===== config.mk =====
export PLATFORM = sky130hd
export DESIGN_NAME = sram_read_block_buffer_flat
export DESIGN_NICKNAME = d
export VERILOG_FILES = /design/src/rtl/sram_read_block_buffer_if.sv /design/src/rtl/sram_read_block_buffer.sv /design/src/flat_wrapper.sv
export SDC_FILE = /design/constraint.sdc
export NUM_CORES = 1
export LEC_CHECK = 0
export ABC_AREA = 1
export BUFFER_PORTS_ARGS = -buffer_cell sky130_fd_sc_hd__clkbuf_2
export CORE_UTILIZATION = 55
export DETAILED_ROUTE_END_ITERATION = 6
export GPL_ROUTABILITY_DRIVEN = 0
export PLACE_DENSITY_LB_ADDON = 0.08
export SYNTH_ARGS = -nofsm -noshare
export SYNTH_HDL_FRONTEND = slang
export SYNTH_SLANG_ARGS = --single-unit
export TNS_END_PERCENT = 20

===== constraint.sdc =====
create_clock -name clk -period 24.6 [get_ports clk]
set_clock_uncertainty 0.2 [all_clocks]
set_input_delay 3.69 -clock clk [delete_from_list [all_inputs] [get_ports clk]]
set_output_delay 3.69 -clock clk [all_outputs]
set_load 0.03 [all_outputs]

===== src/rtl/sram_read_block_buffer_if.sv =====
// SRAM1 read-return and AES block handshake bundle; master drives reads and ready, slave is the buffer.
// Single clock domain; no logic inside.
interface sram_read_block_buffer_if #(
    parameter int DATA_W = 128
);
    logic              r_en;
    logic [DATA_W-1:0] r_data;
    logic              rd_stall;
    logic              blk_valid;
    logic              blk_ready;
    logic [DATA_W-1:0] blk_data;

    modport master (
        output r_en, r_data, blk_ready,
        input  rd_stall, blk_valid, blk_data
    );

    modport slave (
        input  r_en, r_data, blk_ready,
        output rd_stall, blk_valid, blk_data
    );
endinterface


===== src/rtl/sram_read_block_buffer.sv =====
// Purpose: capture SRAM1 read returns into a small FWFT FIFO feeding the AES core (BUF_BYTE_SWAP_EN reverses bytes at capture).
// Latency: r_en to blk_valid is READ_LAT+1 cycles minimum.
// Backpressure: rd_stall holds off new reads once stored plus in-flight blocks would fill the FIFO.
module sram_read_block_buffer #(
    parameter int READ_LAT = 1,
    parameter int DEPTH    = 2,
    parameter int DATA_W   = 128,
    localparam int CNT_W   = $clog2(DEPTH) + 1
) (
    input  logic                     clk,
    input  logic                     rst,
    sram_read_block_buffer_if.slave  bus,
    input  logic                     flush,
    output logic [CNT_W-1:0]         count,
    output logic                     ovf
);
    localparam int PTR_W = $clog2(DEPTH);
    localparam int NB    = DATA_W / 8;
    localparam int SUM_W = 8;

    logic [READ_LAT-1:0] pipe_q, pipe_d;
    logic [PTR_W-1:0]    wr_ptr_q, wr_ptr_d;
    logic [PTR_W-1:0]    rd_ptr_q, rd_ptr_d;
    logic [CNT_W-1:0]    cnt_q, cnt_d;
    logic                ovf_q, ovf_d;
    logic [DATA_W-1:0]   mem_q [DEPTH];
    logic [DATA_W-1:0]   mem_d [DEPTH];

    logic [DATA_W-1:0]   cap_dat;
    logic [SUM_W-1:0]    inflight;
    logic                push, pop, full, do_wr;

    always_comb begin
`ifdef BUF_BYTE_SWAP_EN
        cap_dat = '0;
        for (int i = 0; i < NB; i++) begin
            cap_dat[8*(NB-1-i) +: 8] = bus.r_data[8*i +: 8];
        end
`else
        cap_dat = bus.r_data;
`endif
    end

    always_comb begin
        inflight = '0;
        for (int i = 0; i < READ_LAT; i++) begin
            inflight = inflight + SUM_W'(pipe_q[i]);
        end
    end

    assign push          = pipe_q[READ_LAT-1];
    assign full          = (cnt_q == CNT_W'(DEPTH));
    assign bus.blk_valid = (cnt_q != '0);
    assign bus.blk_data  = mem_q[rd_ptr_q];
    assign pop           = bus.blk_valid & bus.blk_ready;
    // A full FIFO can still accept when the head leaves on the same edge.
    assign do_wr         = push & (~full | pop);
    assign bus.rd_stall  = (SUM_W'(cnt_q) + inflight) >= SUM_W'(DEPTH);
    assign count         = cnt_q;
    assign ovf           = ovf_q;

    always_comb begin
        pipe_d   = (pipe_q << 1) | READ_LAT'(bus.r_en);
        wr_ptr_d = wr_ptr_q;
        rd_ptr_d = rd_ptr_q;
        cnt_d    = cnt_q;
        ovf_d    = ovf_q;
        mem_d    = mem_q;
        if (flush) begin
            pipe_d   = '0;
            wr_ptr_d = '0;
            rd_ptr_d = '0;
            cnt_d    = '0;
        end else begin
            if (push && full && !pop) begin
                ovf_d = 1'b1;
            end
            if (do_wr) begin
                mem_d[wr_ptr_q] = cap_dat;
                wr_ptr_d        = wr_ptr_q + PTR_W'(1);
            end
            if (pop) begin
                rd_ptr_d = rd_ptr_q + PTR_W'(1);
            end
            cnt_d = cnt_q + CNT_W'(do_wr) - CNT_W'(pop);
        end
    end

    always_ff @(posedge clk or posedge rst) begin
        if (rst) begin
            pipe_q   <= '0;
            wr_ptr_q <= '0;
            rd_ptr_q <= '0;
            cnt_q    <= '0;
            ovf_q    <= 1'b0;
            for (int i = 0; i < DEPTH; i++) begin
                mem_q[i] <= '0;
            end
        end else begin
            pipe_q   <= pipe_d;
            wr_ptr_q <= wr_ptr_d;
            rd_ptr_q <= rd_ptr_d;
            cnt_q    <= cnt_d;
            ovf_q    <= ovf_d;
            mem_q    <= mem_d;
        end
    end
endmodule


===== src/flat_wrapper.sv =====
// flat-port wrapper written by rule: the top's interface ports become plain ports
module sram_read_block_buffer_flat 
#(
    parameter int READ_LAT = 1,
    parameter int DEPTH    = 2,
    parameter int DATA_W   = 128,
    localparam int CNT_W   = $clog2(DEPTH) + 1
)
  (clk, rst, flush, count, ovf, bus_r_en, bus_r_data, bus_blk_ready, bus_rd_stall, bus_blk_valid, bus_blk_data);
  sram_read_block_buffer_if #(.DATA_W(DATA_W)) bus_i ();
  input  logic clk;
  input  logic rst;
  input  logic flush;
  output logic [CNT_W-1:0] count;
  output logic ovf;
  input wire logic [$bits(bus_i.r_en)-1:0] bus_r_en;
  input wire logic [$bits(bus_i.r_data)-1:0] bus_r_data;
  input wire logic [$bits(bus_i.blk_ready)-1:0] bus_blk_ready;
  output wire logic [$bits(bus_i.rd_stall)-1:0] bus_rd_stall;
  output wire logic [$bits(bus_i.blk_valid)-1:0] bus_blk_valid;
  output wire logic [$bits(bus_i.blk_data)-1:0] bus_blk_data;
  assign bus_i.r_en = bus_r_en;
  assign bus_i.r_data = bus_r_data;
  assign bus_i.blk_ready = bus_blk_ready;
  assign bus_rd_stall = bus_i.rd_stall;
  assign bus_blk_valid = bus_i.blk_valid;
  assign bus_blk_data = bus_i.blk_data;
  sram_read_block_buffer #(.READ_LAT(READ_LAT), .DEPTH(DEPTH), .DATA_W(DATA_W)) u_core (.clk(clk), .rst(rst), .bus(bus_i), .flush(flush), .count(count), .ovf(ovf));
endmodule

Word level (Yosys, flattened, before mapping)
Index checks and enable logic that the tools add are counted.

Register bits: 262. Memory bits (read-only): 0. Logic and storage cells: 45. Memory bits (writable): 0. Input bits: 133. Memories: 0. Latch bits: 0.

Multipliers: 0. Bitwise gates (word level): 7. Add/subtract/negate cells: 5. Muxes and demuxes: 12. Equal/unequal tests: 1. Shifts and indexed selects: 0. Divide/modulo/power cells: 0. Order comparisons: 4. Reduce and logical (&&, ||, !) cells: 9.

Operator list (count): $mux 128 (4); $bwmux 256 (1); $demux 128 s1 (1); $ge 8x2->1 const B (1); $reduce_bool 2->1 (3); $mux 1 (5); $ge 2x2->1 const B (2); $not 1->2 (2); $reduce_and 2->1 (2); $add 2x1->3 (1); $logic_and 1x1->1 (3); $add 1x1->1 const B (2); $add 2x1->2 (1); $and 1x1->1 (2); $eq 2x2->1 const B (1); $lt 2x1->1 const B (1); $mux 2 (1); $not 1->1 (2); $sub 2x1->2 (1); $logic_not 1->1 (1); $or 1x1->1 (1).

Longest topological paths before layout
Word-level depth: 7. Mapped depth: 10. Depth with buffers taken out: 10.

Worst setup path after synthesis
OpenSTA, ideal clock, no wires.

Kind: flip-flop to output port. From: register u_core.cnt_q[0], in the netlist u_core.count[0]. To: output bus_rd_stall. Path slack: 19.294 ns. Data arrival time: 1.416 ns. Buffers on the path: 0. Data required time: 20.710 ns. Stages on the path, launching flop included: 3. Cell sequence: dfrtp_1 clkinv_1 o21ai_0.

Cells in the longest elaborated chain, start to end: 2.

RTL lines: start: declaration (line sram_read_block_buffer.sv:24) `logic [CNT_W-1:0] cnt_q, cnt_d;`; start signal: assignment (line sram_read_block_buffer.sv:103) `cnt_q <= cnt_d;`; $add 2x1->3 (line sram_read_block_buffer.sv:58) `assign bus.rd_stall = (SUM_W'(cnt_q) + inflight) >= SUM_W'(DEPTH);`; $ge 8x2->1 (line sram_read_block_buffer.sv:58); end: declaration (line flat_wrapper.sv:19) `output wire logic [$bits(bus_i.rd_stall)-1:0] bus_rd_stall;`.

No other way between the ends.

Final worst setup path
From: register u_core.rd_ptr_q. To: output bus_blk_data[18].

Cells in the longest elaborated chain, start to end: 4.

RTL lines: start: declaration (line sram_read_block_buffer.sv:23) `logic [PTR_W-1:0] rd_ptr_q, rd_ptr_d;`; start signal: assignment (line sram_read_block_buffer.sv:102) `rd_ptr_q <= rd_ptr_d;`; $not 1->2 (implied by the code) (line sram_read_block_buffer.sv:54) `assign bus.blk_data = mem_q[rd_ptr_q];`; $mux 128 (implied by the code) (3 in a row) (line sram_read_block_buffer.sv:54); end: declaration (line flat_wrapper.sv:21) `output wire logic [$bits(bus_i.blk_data)-1:0] bus_blk_data;`.

No other way between the ends. The select of a mux whose other input is x is not followed.

==> run metrics <==
status completed; final WL around 33 mm; Pwr Total 1.78 mW; Final Cycle Share around 27%; global-route wire length before repair about 53 mm; Synth top area share a little over half; Placed Instances 2005; final hold violation count 0; fraction of layout cells with a size suffix above 1 approximately a fifth; Crit path top cell by count nand2_1; Worst Path Required slightly above 20000 ps; Compound-Gate Fraction of Synth Area 0.144%; I/O pins around 270; CP top delay family buffers and inverters; Post-synth EDFFs 0; Sequential Area 0.00656 mm²; worst hold path class reg -> reg; GRT Util Overall a little under 30%; crit end category output pin; largest cells by area after synthesis dfrtp_1 54%, nand2_1 28%, nand4_1 6.6%; vias in the first global route 10352; initial antenna violation count 3; PortBufs 265; Starting Density a little under three fifths; crit path to bus_blk_data[18]; Synth Area in XOR/XNOR 0%; Synth Area in Simple Gates slightly above 40%; Resized cells post-CTS 0; vias ~11000; row cnt 53; Post-DP HPWL 18.2 mm; Worst-Skew Late Latency 540 ps; area of the multi-input gates 0.00498 mm²; Arr. time, crit path roughly 2800 ps; syn nets 1714; grt ovf 0; flops & latches, synth around 260; Syn-to-layout area delta 18.5%; Worst Tran Pin Value between 1000 and 1500 ps; Pwr Density ~120 mW/mm²; mux cell area share after synthesis 0%; worst path bufs/invs 2; H-tree levels 1; height of the die between 150 and 200 µm; Via density roughly 5.4; postcts setup bufs 0; FF-to-FF Start u_core.count[0]$_DFF_PP0_; Peak VDD IR approximately 0.075 mV; cell taking the most area after synthesis dfrtp_1; R2R depth 6; CP cell instances buf_4, nand2_1, nand2_1, clkbuf_2; number of remaining DRC errors 0; clock sink count ~260; Post-Layout Cell Count just over 2000; CTS Hold Bufs 0; clock-pin slew of the registers on the worst-case setup and hold paths 60 ps; most common cell after layout, fill and taps aside nand2_1; Slew HR 26.0%; Worst Path Max Fanout 78; Worst R2R End u_core.mem_q[28]$_DFFE_PP0P_; RSZ-0062 raised after global routing no; Worst path max stage delay 880 ps; slowest stage cell, crit path dfrtp_4; final setup fails 0; reg2reg setup slack 21060 ps; Core Region approximately 0.021 mm²; largest net degree at the start of global routing about 140; Yosys cell types 16; async set-reset flop share out of synthesis 100%; die width 150 µm; final antenna-violating net count 0; Seq/Total Area, Yosys between 50% and 60%; CTS tree done; CTS root buf clkbuf_16; Syn Inst Count around 1600; total of warnings raised by yosys 0; Detailed Routing Iterations Pass 1 5; WL/cell 16.2 µm; Leak roughly 8.3 nW; adder-cell share of the synthesized area less than 1%; TritonCTS Buffers 28; ys flop type dfrtp_1; synthesized cell area around 0.012 mm²; Maximum Capacitance Violations 0; setup TNS 0 ps; initial DRC count 1010; Nets 1895; CP Depth 4; Startpoint Class register; Setup CP Type reg -> out; most frequent cells in the layout 904 x nand2_1, 265 x clkbuf_2, 260 x dfrtp_1; Worst setup startpoint u_core.rd_ptr_q$_DFFE_PP0P_; Fillers approximately 1900; crit path time final around 6700 ps; Final Slew Violations 0; die area 0.0226 mm²; clock buffer depth 3; Post-Syn Area per Cell 7.68 µm²; largest family of logic cells by synthesized area simple AND/OR/NAND/NOR gates; maximum clock rate about 0.15 GHz
[cells in the mapped netlist (all sizes together), types with 2 or more instances]
library cell  number
buf               88
clkbuf            38
dfrtp            262
ha                 2
inv               13
nand2            905
nand3            134
nand4            128
nor2               4
[how the worst min path moves through the flow]
stage,startpoint,end,slack [ps],cells after the start
floorplan,u_core.mem_q[0]$_DFFE_PP0P_,u_core.mem_q[0]$_DFFE_PP0P_,240,2
global placement,u_core.mem_q[218]$_DFFE_PP0P_,u_core.mem_q[218]$_DFFE_PP0P_,250,2
detailed placement,u_core.mem_q[10]$_DFFE_PP0P_,u_core.mem_q[10]$_DFFE_PP0P_,260,2
CTS,u_core.mem_q[81]$_DFFE_PP0P_,u_core.mem_q[81]$_DFFE_PP0P_,270,2
global route,u_core.mem_q[213]$_DFFE_PP0P_,u_core.mem_q[213]$_DFFE_PP0P_,280,2
finish,u_core.mem_q[220]$_DFFE_PP0P_,u_core.mem_q[220]$_DFFE_PP0P_,270,2
[registers in the layout (all words and copies together), names as in the netlist]
| name | cells |
|---|---|
| u_core.mem_q | 256 |
| u_core.count | 2 |
| u_core.ovf | 1 |
| u_core.pipe_q | 1 |
| u_core.rd_ptr_q | 1 |
| u_core.wr_ptr_q | 1 |
[logic make-up (layout without fill, tap and decap cells)]
group           after synthesis  after routing
buf+inv                     140            342
simple gates               1172           1172
other cells                   0              2
compound gates                3              3
flops                       262            262
fa+ha+maj                     2              2
[area by class of cell]
cell class | count | area share (%)
sequential | 262 | 45.7
multi-input combinational | 1177 | 34.7
timing repair buffer | 277 | 9.85
clock buffer | 45 | 6.37
tap | 275 | 2.39
clock inverter | 6 | 0.574
inverter | 14 | 0.453
antenna | 2 | 0.0348
[layer usage]
layer	track usage, %	vias up	part of all wire (%)
li1	-	5419	-
met3	6.42	46	9.1
met2	46.9	409	47
met5	0	-	0.075
met4	8.43	4	2.2
met1	41.0	5270	42
[power by group]
part | internal (mW) | switching [mW]
combinational | 0.178 | 0.492
clock | 0.274 | 0.170
sequential | 0.576 | 0.0899
[tightest hold or removal path: stages (launching register included)]
cell and delay [ps]:
dfrtp_1 340, nand2_1 50, nand2_1 40
[metrics by stage]
| step | worst slack, ps | util, % | cell area, µm² | hold slack (ps) |
|---|---|---|---|---|
| 2_1_floorplan | 13500 | - | 12100 | 242 |
| 3_3_place_gp | 17830 | 62.8 | 13400 | 253 |
| 3_5_place_dp | 17700 | 62.8 | 13400 | 258 |
| 4_1_cts | 17930 | 67.5 | 14400 | 273 |
| 5_1_grt | 17790 | 67.5 | 14400 | 282 |
| 6_report | 17930 | 67.5 | 14400 | 268 |
No activity file was read; power rests on OpenSTA's default activity.
